## src/rtl/wishbone_master_pkg.sv

```systemverilog
// Shared Wishbone definitions: cycle-type identifiers, the master FSM state type
// and the helper that picks the cycle type for a latched command.
package wishbone_master_pkg;

    localparam logic [2:0] CTI_CLASSIC = 3'b000;
    localparam logic [2:0] CTI_INCR    = 3'b010;
    localparam logic [2:0] CTI_END     = 3'b111;

    typedef enum logic [1:0] {
        ST_IDLE,
        ST_BUS,
        ST_WAIT,
        ST_DONE
    } wb_state_e;

    // Single beats and tag_add reads are classic cycles; every beat of a longer
    // burst, including the last, is marked as an incrementing burst.
    function automatic logic [2:0] burst_cti(input logic [2:0] len, input logic tag_add);
        return (len == 3'd0 || tag_add) ? CTI_CLASSIC : CTI_INCR;
    endfunction

endpackage

```

## src/rtl/wishbone_master_if.sv

```systemverilog
// Wishbone bus bundle between the burst master and a slave; signal names are
// taken from the master's point of view.
interface wishbone_master_if #(
    parameter int ADDR_WIDTH = 5,
    parameter int DATA_WIDTH = 32,
    parameter int SEL_WIDTH  = DATA_WIDTH / 8
);
    logic                  cyc_o;
    logic                  stb_o;
    logic                  we_o;
    logic [ADDR_WIDTH-1:0] addr_o;
    logic [DATA_WIDTH-1:0] data_o;
    logic [SEL_WIDTH-1:0]  sel_o;
    logic [2:0]            cti_o;
    logic                  tag_add_o;
    logic                  ack_i;
    logic                  err_i;
    logic [DATA_WIDTH-1:0] data_i;

    modport master (
        output cyc_o, stb_o, we_o, addr_o, data_o, sel_o, cti_o, tag_add_o,
        input  ack_i, err_i, data_i
    );

    modport slave (
        input  cyc_o, stb_o, we_o, addr_o, data_o, sel_o, cti_o, tag_add_o,
        output ack_i, err_i, data_i
    );
endinterface

```

## src/rtl/wishbone_master.sv

```systemverilog
// Command-driven Wishbone burst master: issues 1..8 beats at a fixed base address,
// tracks responses one cycle behind the strobes, and reports error/timeout/ack count.
module wishbone_master
    import wishbone_master_pkg::*;
#(
    parameter int ADDR_WIDTH = 5,
    parameter int DATA_WIDTH = 32,
    parameter int SEL_WIDTH  = DATA_WIDTH / 8,
    parameter int TIMEOUT    = 16
) (
    input  logic                  clk_i,
    input  logic                  rst_i,
    input  logic                  cmd_valid_i,
    output logic                  cmd_ready_o,
    input  logic                  cmd_we_i,
    input  logic [ADDR_WIDTH-1:0] cmd_addr_i,
    input  logic [2:0]            cmd_len_i,
    input  logic [SEL_WIDTH-1:0]  cmd_sel_i,
    input  logic                  cmd_tag_add_i,
    input  logic                  wr_valid_i,
    input  logic [DATA_WIDTH-1:0] wr_data_i,
    output logic                  wr_ready_o,
    output logic                  rd_valid_o,
    output logic [DATA_WIDTH-1:0] rd_data_o,
    output logic                  done_o,
    output logic                  err_flag_o,
    output logic                  timeout_o,
    output logic [3:0]            beats_ok_o,
    wishbone_master_if.master     bus
);

    localparam int TW = $clog2(TIMEOUT + 1);

    wb_state_e             state_q, state_d;
    logic                  we_q, we_d;
    logic [ADDR_WIDTH-1:0] addr_q, addr_d;
    logic [2:0]            len_q, len_d;
    logic [SEL_WIDTH-1:0]  sel_q, sel_d;
    logic                  tag_add_q, tag_add_d;
    logic [3:0]            issued_q, issued_d;
    logic [3:0]            responded_q, responded_d;
    logic [3:0]            beats_ok_q, beats_ok_d;
    logic [TW-1:0]         tmo_q, tmo_d;
    logic                  err_flag_q, err_flag_d;
    logic                  timeout_q, timeout_d;
    logic                  rd_valid_q, rd_valid_d;
    logic [DATA_WIDTH-1:0] rd_data_q, rd_data_d;

    logic       in_cyc;
    logic       outstanding;
    logic       resp;
    logic       stb;
    logic       tmo_hit;
    logic [3:0] beats;

    assign beats       = {1'b0, len_q} + 4'd1;
    assign in_cyc      = (state_q == ST_BUS) || (state_q == ST_WAIT);
    assign outstanding = responded_q < issued_q;
    // Responses only count while a beat is actually owed, so stray acks are dropped.
    assign resp        = in_cyc && outstanding && (bus.ack_i || bus.err_i);
    assign stb         = (state_q == ST_BUS) && (issued_q < beats) && !bus.err_i
                         && !err_flag_q && (!we_q || wr_valid_i);
    assign tmo_hit     = in_cyc && outstanding && !resp && (tmo_q == TW'(TIMEOUT - 1));

    assign cmd_ready_o   = (state_q == ST_IDLE);
    assign wr_ready_o    = stb && we_q;
    assign rd_valid_o    = rd_valid_q;
    assign rd_data_o     = rd_data_q;
    assign done_o        = (state_q == ST_DONE);
    assign err_flag_o    = err_flag_q;
    assign timeout_o     = timeout_q;
    assign beats_ok_o    = beats_ok_q;

    assign bus.cyc_o     = in_cyc;
    assign bus.stb_o     = stb;
    assign bus.we_o      = in_cyc && we_q;
    assign bus.addr_o    = addr_q;
    assign bus.data_o    = wr_data_i;
    assign bus.sel_o     = sel_q;
    assign bus.cti_o     = in_cyc ? burst_cti(len_q, tag_add_q) : CTI_CLASSIC;
    assign bus.tag_add_o = in_cyc && tag_add_q;

    always_comb begin
        state_d     = state_q;
        we_d        = we_q;
        addr_d      = addr_q;
        len_d       = len_q;
        sel_d       = sel_q;
        tag_add_d   = tag_add_q;
        issued_d    = issued_q;
        responded_d = responded_q;
        beats_ok_d  = beats_ok_q;
        tmo_d       = tmo_q;
        err_flag_d  = err_flag_q;
        timeout_d   = timeout_q;
        rd_valid_d  = 1'b0;
        rd_data_d   = rd_data_q;

        case (state_q)
            ST_IDLE: begin
                if (cmd_valid_i) begin
                    // A tag_add command is always a single-beat read.
                    we_d        = cmd_we_i && !cmd_tag_add_i;
                    addr_d      = cmd_addr_i;
                    len_d       = cmd_tag_add_i ? 3'd0 : cmd_len_i;
                    sel_d       = cmd_sel_i;
                    tag_add_d   = cmd_tag_add_i;
                    issued_d    = 4'd0;
                    responded_d = 4'd0;
                    beats_ok_d  = 4'd0;
                    tmo_d       = '0;
                    err_flag_d  = 1'b0;
                    timeout_d   = 1'b0;
                    state_d     = ST_BUS;
                end
            end

            ST_BUS, ST_WAIT: begin
                if (stb) begin
                    issued_d = issued_q + 4'd1;
                end
                if (resp) begin
                    responded_d = responded_q + 4'd1;
                    tmo_d       = '0;
                    if (bus.ack_i) begin
                        beats_ok_d = beats_ok_q + 4'd1;
                        if (!we_q) begin
                            rd_valid_d = 1'b1;
                            rd_data_d  = bus.data_i;
                        end
                    end else begin
                        err_flag_d = 1'b1;
                    end
                end else if (outstanding) begin
                    tmo_d = tmo_q + 1'b1;
                end

                if (state_q == ST_BUS) begin
                    if ((resp && !bus.ack_i) || issued_d == beats) begin
                        state_d = ST_WAIT;
                    end
                end else if (responded_d == issued_q) begin
                    state_d = ST_DONE;
                end

                if (tmo_hit) begin
                    timeout_d = 1'b1;
                    state_d   = ST_DONE;
                end
            end

            ST_DONE: state_d = ST_IDLE;

            default: state_d = ST_IDLE;
        endcase
    end

    always_ff @(posedge clk_i or posedge rst_i) begin
        if (rst_i) begin
            state_q     <= ST_IDLE;
            we_q        <= 1'b0;
            addr_q      <= '0;
            len_q       <= 3'd0;
            sel_q       <= '0;
            tag_add_q   <= 1'b0;
            issued_q    <= 4'd0;
            responded_q <= 4'd0;
            beats_ok_q  <= 4'd0;
            tmo_q       <= '0;
            err_flag_q  <= 1'b0;
            timeout_q   <= 1'b0;
            rd_valid_q  <= 1'b0;
            rd_data_q   <= '0;
        end else begin
            state_q     <= state_d;
            we_q        <= we_d;
            addr_q      <= addr_d;
            len_q       <= len_d;
            sel_q       <= sel_d;
            tag_add_q   <= tag_add_d;
            issued_q    <= issued_d;
            responded_q <= responded_d;
            beats_ok_q  <= beats_ok_d;
            tmo_q       <= tmo_d;
            err_flag_q  <= err_flag_d;
            timeout_q   <= timeout_d;
            rd_valid_q  <= rd_valid_d;
            rd_data_q   <= rd_data_d;
        end
    end

endmodule

```

## src/flat_wrapper.sv

```systemverilog
// flat-port wrapper written by rule: the top's interface ports become plain ports
module wishbone_master_flat import wishbone_master_pkg::*;
#(
    parameter int ADDR_WIDTH = 5,
    parameter int DATA_WIDTH = 32,
    parameter int SEL_WIDTH  = DATA_WIDTH / 8,
    parameter int TIMEOUT    = 16
)
  (clk_i, rst_i, cmd_valid_i, cmd_ready_o, cmd_we_i, cmd_addr_i, cmd_len_i, cmd_sel_i, cmd_tag_add_i, wr_valid_i, wr_data_i, wr_ready_o, rd_valid_o, rd_data_o, done_o, err_flag_o, timeout_o, beats_ok_o, bus_cyc_o, bus_stb_o, bus_we_o, bus_addr_o, bus_data_o, bus_sel_o, bus_cti_o, bus_tag_add_o, bus_ack_i, bus_err_i, bus_data_i);
  wishbone_master_if #(.ADDR_WIDTH(ADDR_WIDTH), .DATA_WIDTH(DATA_WIDTH), .SEL_WIDTH(SEL_WIDTH)) bus_i ();
  input  logic clk_i;
  input  logic rst_i;
  input  logic cmd_valid_i;
  output logic cmd_ready_o;
  input  logic cmd_we_i;
  input  logic [ADDR_WIDTH-1:0] cmd_addr_i;
  input  logic [2:0] cmd_len_i;
  input  logic [SEL_WIDTH-1:0] cmd_sel_i;
  input  logic cmd_tag_add_i;
  input  logic wr_valid_i;
  input  logic [DATA_WIDTH-1:0] wr_data_i;
  output logic wr_ready_o;
  output logic rd_valid_o;
  output logic [DATA_WIDTH-1:0] rd_data_o;
  output logic done_o;
  output logic err_flag_o;
  output logic timeout_o;
  output logic [3:0] beats_ok_o;
  output wire logic [$bits(bus_i.cyc_o)-1:0] bus_cyc_o;
  output wire logic [$bits(bus_i.stb_o)-1:0] bus_stb_o;
  output wire logic [$bits(bus_i.we_o)-1:0] bus_we_o;
  output wire logic [$bits(bus_i.addr_o)-1:0] bus_addr_o;
  output wire logic [$bits(bus_i.data_o)-1:0] bus_data_o;
  output wire logic [$bits(bus_i.sel_o)-1:0] bus_sel_o;
  output wire logic [$bits(bus_i.cti_o)-1:0] bus_cti_o;
  output wire logic [$bits(bus_i.tag_add_o)-1:0] bus_tag_add_o;
  input wire logic [$bits(bus_i.ack_i)-1:0] bus_ack_i;
  input wire logic [$bits(bus_i.err_i)-1:0] bus_err_i;
  input wire logic [$bits(bus_i.data_i)-1:0] bus_data_i;
  assign bus_cyc_o = bus_i.cyc_o;
  assign bus_stb_o = bus_i.stb_o;
  assign bus_we_o = bus_i.we_o;
  assign bus_addr_o = bus_i.addr_o;
  assign bus_data_o = bus_i.data_o;
  assign bus_sel_o = bus_i.sel_o;
  assign bus_cti_o = bus_i.cti_o;
  assign bus_tag_add_o = bus_i.tag_add_o;
  assign bus_i.ack_i = bus_ack_i;
  assign bus_i.err_i = bus_err_i;
  assign bus_i.data_i = bus_data_i;
  wishbone_master #(.ADDR_WIDTH(ADDR_WIDTH), .DATA_WIDTH(DATA_WIDTH), .SEL_WIDTH(SEL_WIDTH), .TIMEOUT(TIMEOUT)) u_core (.clk_i(clk_i), .rst_i(rst_i), .cmd_valid_i(cmd_valid_i), .cmd_ready_o(cmd_ready_o), .cmd_we_i(cmd_we_i), .cmd_addr_i(cmd_addr_i), .cmd_len_i(cmd_len_i), .cmd_sel_i(cmd_sel_i), .cmd_tag_add_i(cmd_tag_add_i), .wr_valid_i(wr_valid_i), .wr_data_i(wr_data_i), .wr_ready_o(wr_ready_o), .rd_valid_o(rd_valid_o), .rd_data_o(rd_data_o), .done_o(done_o), .err_flag_o(err_flag_o), .timeout_o(timeout_o), .beats_ok_o(beats_ok_o), .bus(bus_i));
endmodule
```

## config.mk

```make
export PLATFORM = sky130hd
export DESIGN_NAME = wishbone_master_flat
export DESIGN_NICKNAME = d
export VERILOG_FILES = /design/src/rtl/wishbone_master_pkg.sv /design/src/rtl/wishbone_master_if.sv /design/src/rtl/wishbone_master.sv /design/src/flat_wrapper.sv
export SDC_FILE = /design/constraint.sdc
export NUM_CORES = 1
export LEC_CHECK = 0
export ABC_AREA = 1
export CORE_MARGIN = 2
export CORE_UTILIZATION = 66
export DETAILED_ROUTE_END_ITERATION = 8
export DONT_BUFFER_PORTS = 1
export PLACE_DENSITY = 0.9
export SLEW_MARGIN = 20
export SYNTH_ARGS = -nofsm -noshare
export SYNTH_HDL_FRONTEND = slang
export SYNTH_SLANG_ARGS = --single-unit
```

## constraint.sdc

```tcl
create_clock -name clk_i -period 3.65 [get_ports clk_i]
set_input_delay 0.73 -clock clk_i [delete_from_list [all_inputs] [get_ports clk_i]]
set_output_delay 0.73 -clock clk_i [all_outputs]
set_load 0.02 [all_outputs]
```

==> flow_summary.toml, run 1 <==
[sta]
tns_ns = 0
timing.hold.ws_ns = 0.354
fin_ws_ns = 0.434
hold_viol_final = 0
setup_viol = 0
min_period_ns = 3.22
tightestPinTransition_ns = 0.744
fin_crit_sh = 0.881
max_freq_mhz = 311
finClkSkew_ns = 0.0116
rsz0062_at_grt = "no"
drv_slew = 0
max_slew_margin = 0.501

[die]
coreArea_mm2 = 0.00547
dieArea_mm2 = 0.00625
io_pins = 174
die_w_um = 79.1
initial_core_util = 0.680
row_count = 27
die_y_um = 79.1

[power_and_ir_drop]
power.leakage_nw = 2.00
power_density_mw_per_mm2 = 994
ir_drop_v = 0.000648

[grt]
grt_pass1_wl_mm = 13.0
grt_usage = 0.268
grt_max_degree = 36
grt_pass1_vias = 2769
grt-ovfl-total = 0
antenna_found_initial = 0

[synth]
synthSimpleGateAreaFrac = 0.296
ys.flop_type = "dfrtp_1"
yosysSeqAreaShare = 0.457
ys_types = 29
yosysWarnings = 0
synth-seq-cells = 68
syn_area_per_cell_um2 = 7.85
synth_enable_flop_cells = 0
synth_area_mm2 = 0.00372
synthCells = 474
synthMuxAreaShare = 0
synth_top_family_by_area = "simple AND/OR/NAND/NOR gates"
synth_xor_area_frac = 0.0141
synth_compound_area_frac = 0.0461
synthAdderAreaFrac = 0.0538
ys_async_sr_fraction = 1.00

[clocking]
postCtsSetupRepairBufs = 0
ctsHtreeMaxLevel = 3
holdBufCountCts = 0
cts.repair.resized = 0
clk_pin_slew_ns = 0.09
root_buffer = "clkbuf_8"
clockBufferDepth = 2
clk_latency_ns = 0.34
clkSinkCount = 68
cts_tree = "yes"
cts_buffers = 9

[route]
detail_route.wl_per_cell_um = 15.2
route.detailed.drc = 0
vias = 2896
ant_nets = 0
first_pass_iters = 5
wl_mm = 7.96
via_per_inst = 5.55
drtIter0Drc = 299

[cells_and_area]
nNetsFinal = 545
final_cell_mix = "nand2_1, dfrtp_1, inv_1, nand3_1, nor2_1"
final_common_cell = "nand2_1"
fillers = 422
utilization = 0.684
stdcell_count = 522
antennaDiodeCount = 0
drive_gt1_frac = 0.0778
regArea_mm2 = 0.00170
multi_input_area_mm2 = 0.00154
area_growth_pct = 0.639

[status]
status = "finished, final reports clean"

[worst_setup_path]
start_kind = "flop"
arrival_ns = 2.49
cp-end-kind = "output port"
critPathMaxFanout = 10
reg2reg_slack_ns = 0.95
cp_data_required_time_ns = 2.92
setup.worst_path.class = "reg2out"

[placed_design]
dpl.hpwl_mm = 5.68
post-place-ws_ns = 0.808
finalWeightedCongestion = 0.904
portBuffers = 0
dp_cells = 506

[flow_run]
maxCapViolations = 0

[hold_path]
hold_class = "in2async"
[layout make-up]
type,count,area share
timing repair buffer,3,0.00601
inverter,50,0.0501
tap,72,0.0241
clock inverter,7,0.0217
sequential,68,0.454
multi-input combinational,313,0.411
clock buffer,9,0.0331
[registers in the layout (all words and copies together) (netlist names)]
name and cells:
u_core.err_flag_o 1, u_core.bus.sel_o 4, u_core.state_q 2, u_core.rd_valid_o 1, u_core.responded_q 4, u_core.len_q 3, u_core.issued_q 4, u_core.bus.addr_o 5
u_core.we_q 1, u_core.timeout_o 1, u_core.tmo_q 5, u_core.rd_data_o 32, u_core.tag_add_q 1, u_core.beats_ok_o 4
[power by group]
part | total, mW | switching (mW) | internal [mW]
sequential | 1.57 | 0.522 | 1.05
clock | 0.636 | 0.312 | 0.325
combinational | 1.52 | 1.05 | 0.471
[worst paths after layout]
kind                                      start              endpoint  cells after the start
min in group clk_i               bus_data_i[13]  u_core.rd_data_o[13]                      2
max in group asynchronous                 rst_i    u_core.issued_q[1]                      2
worst max-delay path            u_core.len_q[0]            wr_ready_o                      7
worst min-delay path                      rst_i  u_core.rd_data_o[17]                      1
worst max register to register  u_core.len_q[0]     u_core.state_q[1]                     18
worst min register to register  u_core.tmo_q[3]       u_core.tmo_q[3]                      2
[metrics by stage]
step                      instance area [um2]  total power [mW]
after detailed placement                 3540              3.04
after global placement                   3540              2.98
after floorplan                          3720              2.78
after global routing                     3740              4.02
final                                    3740              3.72
after CTS                                3740              3.72
[cells in the mapped netlist, types with 2 or more instances]
master      n  share of area
o22ai_1     9          0.015
xnor2_1     4         0.0094
buf_4      34          0.069
nor3_1      6         0.0081
buf_2       3         0.0040
nand4_1     7          0.012
ha_1       16          0.054
nand3_1    25          0.034
nor2_1     20          0.020
a31oi_1     2         0.0034
clkbuf_1    6         0.0061
o21ai_1     3         0.0040
o21ai_0     9          0.012
dfrtp_1    68           0.46
nand2_2     6          0.010
xor2_1      2         0.0047
inv_1      46          0.046
a21oi_1     7         0.0094
nand2_1   188           0.19
inv_2       4         0.0040
[kinds of logic after synthesis]
family | count (synthesis)
AO/OA/AOI/OAI | 31
XOR/XNOR | 6
adder cells (fa/ha/maj) | 16
buffers and inverters | 94
flip-flops | 68
other | 1
AND/OR/NAND/NOR | 258
[critical path, stage by stage (launching register included)]
cell	delay (ns)
dfrtp_1	0.39
inv_1	0.10
nor3_1	0.26
inv_1	0.09
ha_1	0.22
nor4_4	0.56
nand3_4	0.18
nor2_1	0.34
[layer usage]
layer | vias to the layer above | wire [um] | GRT usage
met5 | - | 0 | 0
met4 | 0 | 140 | 0.103
met3 | 24 | 839 | 0.102
met2 | 156 | 3810 | 0.414
met1 | 1326 | 3170 | 0.343
li1 | 1390 | - | -
(Power assumes the default switching activity.)
==> inputs of run 2 (changes only) <==
--- a/config.mk
+++ b/config.mk
@@ -7,10 +7,10 @@
 export LEC_CHECK = 0
 export ABC_AREA = 1
 export CORE_MARGIN = 2
-export CORE_UTILIZATION = 66
+export CORE_UTILIZATION = 63
 export DETAILED_ROUTE_END_ITERATION = 8
 export DONT_BUFFER_PORTS = 1
-export PLACE_DENSITY = 0.9
+export PLACE_DENSITY = 0.87
 export SLEW_MARGIN = 20
 export SYNTH_ARGS = -nofsm -noshare
 export SYNTH_HDL_FRONTEND = slang
==> constraint.sdc (replaced) <==
create_clock -name clk_i -period 3.3 [get_ports clk_i]
set_input_delay 0.66 -clock clk_i [delete_from_list [all_inputs] [get_ports clk_i]]
set_output_delay 0.66 -clock clk_i [all_outputs]
set_load 0.02 [all_outputs]
==> run 2 against run 1 <==
  * Register-to-register slack worse by 0.30 ns
  * Power up 12%
  * Worst hold slack worse by 0.062 ns
  * Count of clock-buffer cells in the layout unchanged
  * Critical path type unchanged
  * Largest cell class unchanged
==> flow_summary.toml, run 2 (synthesis gave the netlist of run 1 again) <==
[sta]
min_period_ns = 3.00
tns_ns = 0
tightestPinTransition_ns = 0.674
max_freq_mhz = 334
fin_ws_ns = 0.303
rsz0062_at_grt = "no"
finClkSkew_ns = 0.0126
hold_viol_final = 0
setup_viol = 0
max_slew_margin = 0.550
timing.hold.ws_ns = 0.293
fin_crit_sh = 0.908
drv_slew = 0

[placed_design]
dp_cells = 509
finalWeightedCongestion = 0.977
dpl.hpwl_mm = 5.97
place_area_mm2 = 0.00356
post-place-ws_ns = 0.464
portBuffers = 0

[grt]
grt_usage = 0.262
grt_pass1_vias = 2846
grt-ovfl-total = 0
grt_max_degree = 34
grt_pass1_wl_mm = 13.0
antenna_found_initial = 0

[hold_path]
hold_class = "in2async"

[clocking]
cts_tree = "yes"
clk_pin_slew_ns = 0.09
clk_latency_ns = 0.34
holdBufCountCts = 0
ctsHtreeMaxLevel = 3
root_buffer = "clkbuf_8"
cts_buffers = 9
clkSinkCount = 68
clockBufferDepth = 2

[cells_and_area]
stdcell_count = 528
nNetsFinal = 551
largest_register_ff_count = 32
multi_input_area_mm2 = 0.00154
final_cell_mix = "nand2_1, dfrtp_1, inv_1, nand3_1, nor2_1"
postLayoutCellArea_mm2 = 0.00379
antennaDiodeCount = 0
final_common_cell = "nand2_1"
area_growth_pct = 1.95
regArea_mm2 = 0.00170
drive_gt1_frac = 0.0921
fillers = 485

[power_and_ir_drop]
power_density_mw_per_mm2 = 1100
ir_drop_v = 0.000695
power.leakage_nw = 2.03

[die]
die_w_um = 80.9
initial_core_util = 0.664
coreArea_mm2 = 0.00561
die_y_um = 80.9
io_pins = 174
row_count = 27
dieArea_mm2 = 0.00654

[status]
status = "finished, final reports clean"

[worst_setup_path]
start_kind = "flop"
r2r-end = "u_core.state_q[1]"
critPathMaxFanout = 10
reg2reg_from = "u_core.len_q[0]"
reg2reg_slack_ns = 0.65
setup.worst_path.class = "reg2out"
rr_worst_depth = 19
cp-end-kind = "output port"
arrival_ns = 2.34
cp_data_required_time_ns = 2.64

[flow_run]
maxCapViolations = 0

[route]
route.detailed.drc = 0
via_per_inst = 5.51
detail_route.wl_per_cell_um = 15.2
drtIter0Drc = 206
ant_nets = 0
wl_mm = 8.04
first_pass_iters = 4
vias = 2907
==> run 2: cell count changes in the layout (fill, tap and decap cells not counted) <==
cell and delta:
buf_4 +6, clkinv_4 -2, inv_8 +1, nor2_1 -1, nor2_2 +1, clkinvlp_4 +1
==> run 2: worst max path at each step <==
stage / startpoint / end / slack (ns) / cells after the start
2_1_floorplan: u_core.len_q[0] / wr_ready_o / 0.72 / 7
3_3_place_gp: u_core.len_q[0] / wr_ready_o / 0.55 / 7
3_5_place_dp: u_core.len_q[0] / wr_ready_o / 0.46 / 7
4_1_cts: u_core.len_q[0] / wr_ready_o / 0.08 / 7
5_1_grt: u_core.len_q[0] / wr_ready_o / 0.07 / 11
6_report: u_core.len_q[0] / wr_ready_o / 0.30 / 8
==> run 2: what timing repair did <==
item / in CTS / in global routing
setup buffers: 0 / 3
setup endpoints to repair: 0 / 1
resized for setup: 0 / 1
==> run 2: routing by layer <==
metal / track usage / share of wire / up-vias
met3: 0.0622 / 0.086 / 15
met2: 0.417 / 0.49 / 121
met4: 0.115 / 0.018 / 0
met5: 0 / 0 / -
li1: - / - / 1402
met1: 0.342 / 0.41 / 1369
==> run 2: worst max-delay path, stage by stage, from the launching register on <==
cell	delay [ns]
dfrtp_1	0.41
ha_1	0.25
xnor2_1	0.35
ha_1	0.31
nand2_1	0.07
nand2_1	0.05
nand2_2	0.18
nand3_4	0.15
nor2_2	0.23
==> run 2: final cells by class <==
class	count	area share
clock buffer	9	0.0327
tap	72	0.0237
timing repair buffer	9	0.0178
clock inverter	7	0.0218
multi-input combinational	313	0.406
inverter	50	0.0495
sequential	68	0.449
==> run 2: report_power, final <==
group / leakage, nW / switching (mW) / internal (mW)
clock: 0.0988 / 0.357 / 0.362
combinational: 1.06 / 1.16 / 0.556
sequential: 0.874 / 0.580 / 1.16
total: 2.03 / 2.10 / 2.08
==> run 2: stage by stage <==
stage	power, mW	utilization
5_1_grt	4.52	0.676
3_3_place_gp	3.33	0.635
3_5_place_dp	3.44	0.635
6_report	4.17	0.676
4_1_cts	4.16	0.672
2_1_floorplan	3.07	-
==> inputs of run 3 (changes only) <==
--- a/config.mk
+++ b/config.mk
@@ -10,7 +10,9 @@
 export CORE_UTILIZATION = 63
 export DETAILED_ROUTE_END_ITERATION = 8
 export DONT_BUFFER_PORTS = 1
+export GPL_ROUTABILITY_DRIVEN = 0
 export PLACE_DENSITY = 0.87
+export RECOVER_POWER = 50
 export SLEW_MARGIN = 20
 export SYNTH_ARGS = -nofsm -noshare
 export SYNTH_HDL_FRONTEND = slang
==> run 3 against run 2 <==
  * Via count grew 0.34%
  * Largest cell class unchanged
  * Non-clock buffer count shrank 2
  * Sequential share of layout area grew 0.61 points
  * Flip-flop and latch count is the same
  * Final area shrank 1.4%
  * Register-to-register slack lost 0.07 ns
  * Clock power shrank 16%
  * Worst hold slack gained 0.0088 ns
  * Global-route usage shrank 0.82 points
  * Worst setup slack lost 0.053 ns
  * Critical path type unchanged
  * Critical path depth is the same
  * Highest routed layer unchanged
==> flow_summary.toml, run 3 (synthesis gave the netlist of run 1 again) <==
[clocking]
clkSinkCount = 68
root_buffer = "clkbuf_8"
clockBufferDepth = 2
clk_pin_slew_ns = 0.08
cts.repair.resized = 0
cts_buffers = 9
cts_tree = "yes"
clk_latency_ns = 0.34
ctsHtreeMaxLevel = 3

[worst_setup_path]
cpMostUsedCell = "inv_1"
setup.worst_path.class = "reg2out"
path_buf_inv = 3
arrival_ns = 2.39
cp_data_required_time_ns = 2.64
start_kind = "flop"
cp-end-kind = "output port"
crit_path_max_incr_delay_ns = 0.40
critPathMaxFanout = 7
rr_worst_depth = 18
r2r-end = "u_core.state_q[1]"
reg2reg_slack_ns = 0.58
cp_top_family = "simple AND/OR/NAND/NOR gates"
crit_chain = "inv_1 -> nor3_1 -> inv_1 -> ha_1 -> nor4_4 -> buf_4 -> nand3_4 -> nor2_1"
reg2reg_from = "u_core.len_q[0]"
crit_path_top_delay_cell = "dfrtp_1"

[grt]
antenna_found_initial = 0
grt-ovfl-total = 0
grt_usage = 0.254
grt_pass1_wl_mm = 12.7
grt_pass1_vias = 2915
grt_max_degree = 51

[power_and_ir_drop]
power_density_mw_per_mm2 = 1070
power.leakage_nw = 2.01
p_sw_mw = 2.03
p_comb_frac = 0.416
ir_drop_v = 0.000530
p_sw_frac = 0.507
total_power_mw = 4.00
p_clk_frac = 0.151
p_int_mw = 1.98
p_seq_frac = 0.432

[status]
status = "finished, final reports clean"

[die]
coreArea_mm2 = 0.00561
die_y_um = 80.9
die_w_um = 80.9
io_pins = 174
dieArea_mm2 = 0.00654
initial_core_util = 0.664
row_count = 27

[sta]
tns_ns = 0
tightestPinTransition_ns = 1.19
timing.hold.ws_ns = 0.301
drv_slew = 0
setup_viol = 0
max_slew_margin = 0.210
max_freq_mhz = 328
hold_viol_final = 0
rsz0062_at_grt = "no"
fin_crit_sh = 0.924
min_period_ns = 3.05
finClkSkew_ns = 0.00980

[route]
wl_mm = 7.84
ant_nets = 0
drtIter0Drc = 306
first_pass_iters = 4
route.detailed.drc = 0
detail_route.wl_per_cell_um = 14.9
vias = 2917
via_per_inst = 5.55

[cells_and_area]
antennaDiodeCount = 0
final_common_cell = "nand2_1"
regArea_mm2 = 0.00170
stdcell_count = 526
fillers = 483
final_cell_mix = "nand2_1, dfrtp_1, inv_1, nand3_1, nor2_1"
drive_gt1_frac = 0.0837
largest_register_ff_count = 32
area_growth_pct = 0.572
nNetsFinal = 549
multi_input_area_mm2 = 0.00154

[hold_path]
hold_class = "in2async"

[flow_run]
maxCapViolations = 0

[placed_design]
dp_cells = 507
portBuffers = 0
dpl.hpwl_mm = 5.76
-- run 3: cell types whose count changed in the layout (fill, tap and decap cells not counted), sizes merged --
cell    previous run  this run
clkbuf             9        10
clkinv             0         4
buf                9         6
bufinv             1         0
inv               54        51
-- run 3: layout make-up --
type	count	share of cell area
repair buffers	7	0.0134
flip-flops and latches	68	0.455
well taps	72	0.0241
clock buffers	9	0.0331
clock inverters	7	0.0137
multi-input cells	313	0.411
inverters	50	0.0502
-- run 3: power by group through the flow --
stage          clock network [mW]  logic, mW  registers, mW
2_1_floorplan                   0       1.42           1.66
3_3_place_gp                    0       1.56           1.74
3_5_place_dp                    0       1.65           1.74
4_1_cts                     0.620       1.65           1.74
5_1_grt                     0.657       1.93           1.77
6_report                    0.607       1.67           1.73
-- run 3: stage by stage --
stage	utilization	setup WS [ns]	instance area (um2)
2_1_floorplan	-	0.718	3720
3_3_place_gp	0.633	0.543	3550
3_5_place_dp	0.633	0.460	3550
4_1_cts	0.664	0.0883	3720
5_1_grt	0.667	0.0248	3740
6_report	0.667	0.250	3740
-- run 3: per-layer routing --
| layer | up-vias | track usage | wire, um |
|---|---|---|---|
| met5 | - | 0 | 0 |
| met4 | 0 | 0.132 | 188 |
| met3 | 20 | 0.0644 | 625 |
| met2 | 125 | 0.409 | 3870 |
| met1 | 1378 | 0.315 | 3150 |
| li1 | 1394 | - | - |
-- run 3: how the worst max path moves through the flow --
stage          slack [ns]            start          to  cells after the start
3_5_place_dp         0.46  u_core.len_q[0]  wr_ready_o                      7
5_1_grt              0.02  u_core.len_q[0]  wr_ready_o                     11
4_1_cts              0.09  u_core.len_q[0]  wr_ready_o                      7
3_3_place_gp         0.54  u_core.len_q[0]  wr_ready_o                      7
2_1_floorplan        0.72  u_core.len_q[0]  wr_ready_o                      7
6_report             0.25  u_core.len_q[0]  wr_ready_o                      8
-- run 3: what timing repair did --
item	CTS	global route
hold buffers	0	0
endpoints found under the setup margin	0	1
hold endpoints to repair	0	0
buffers inserted	0	3
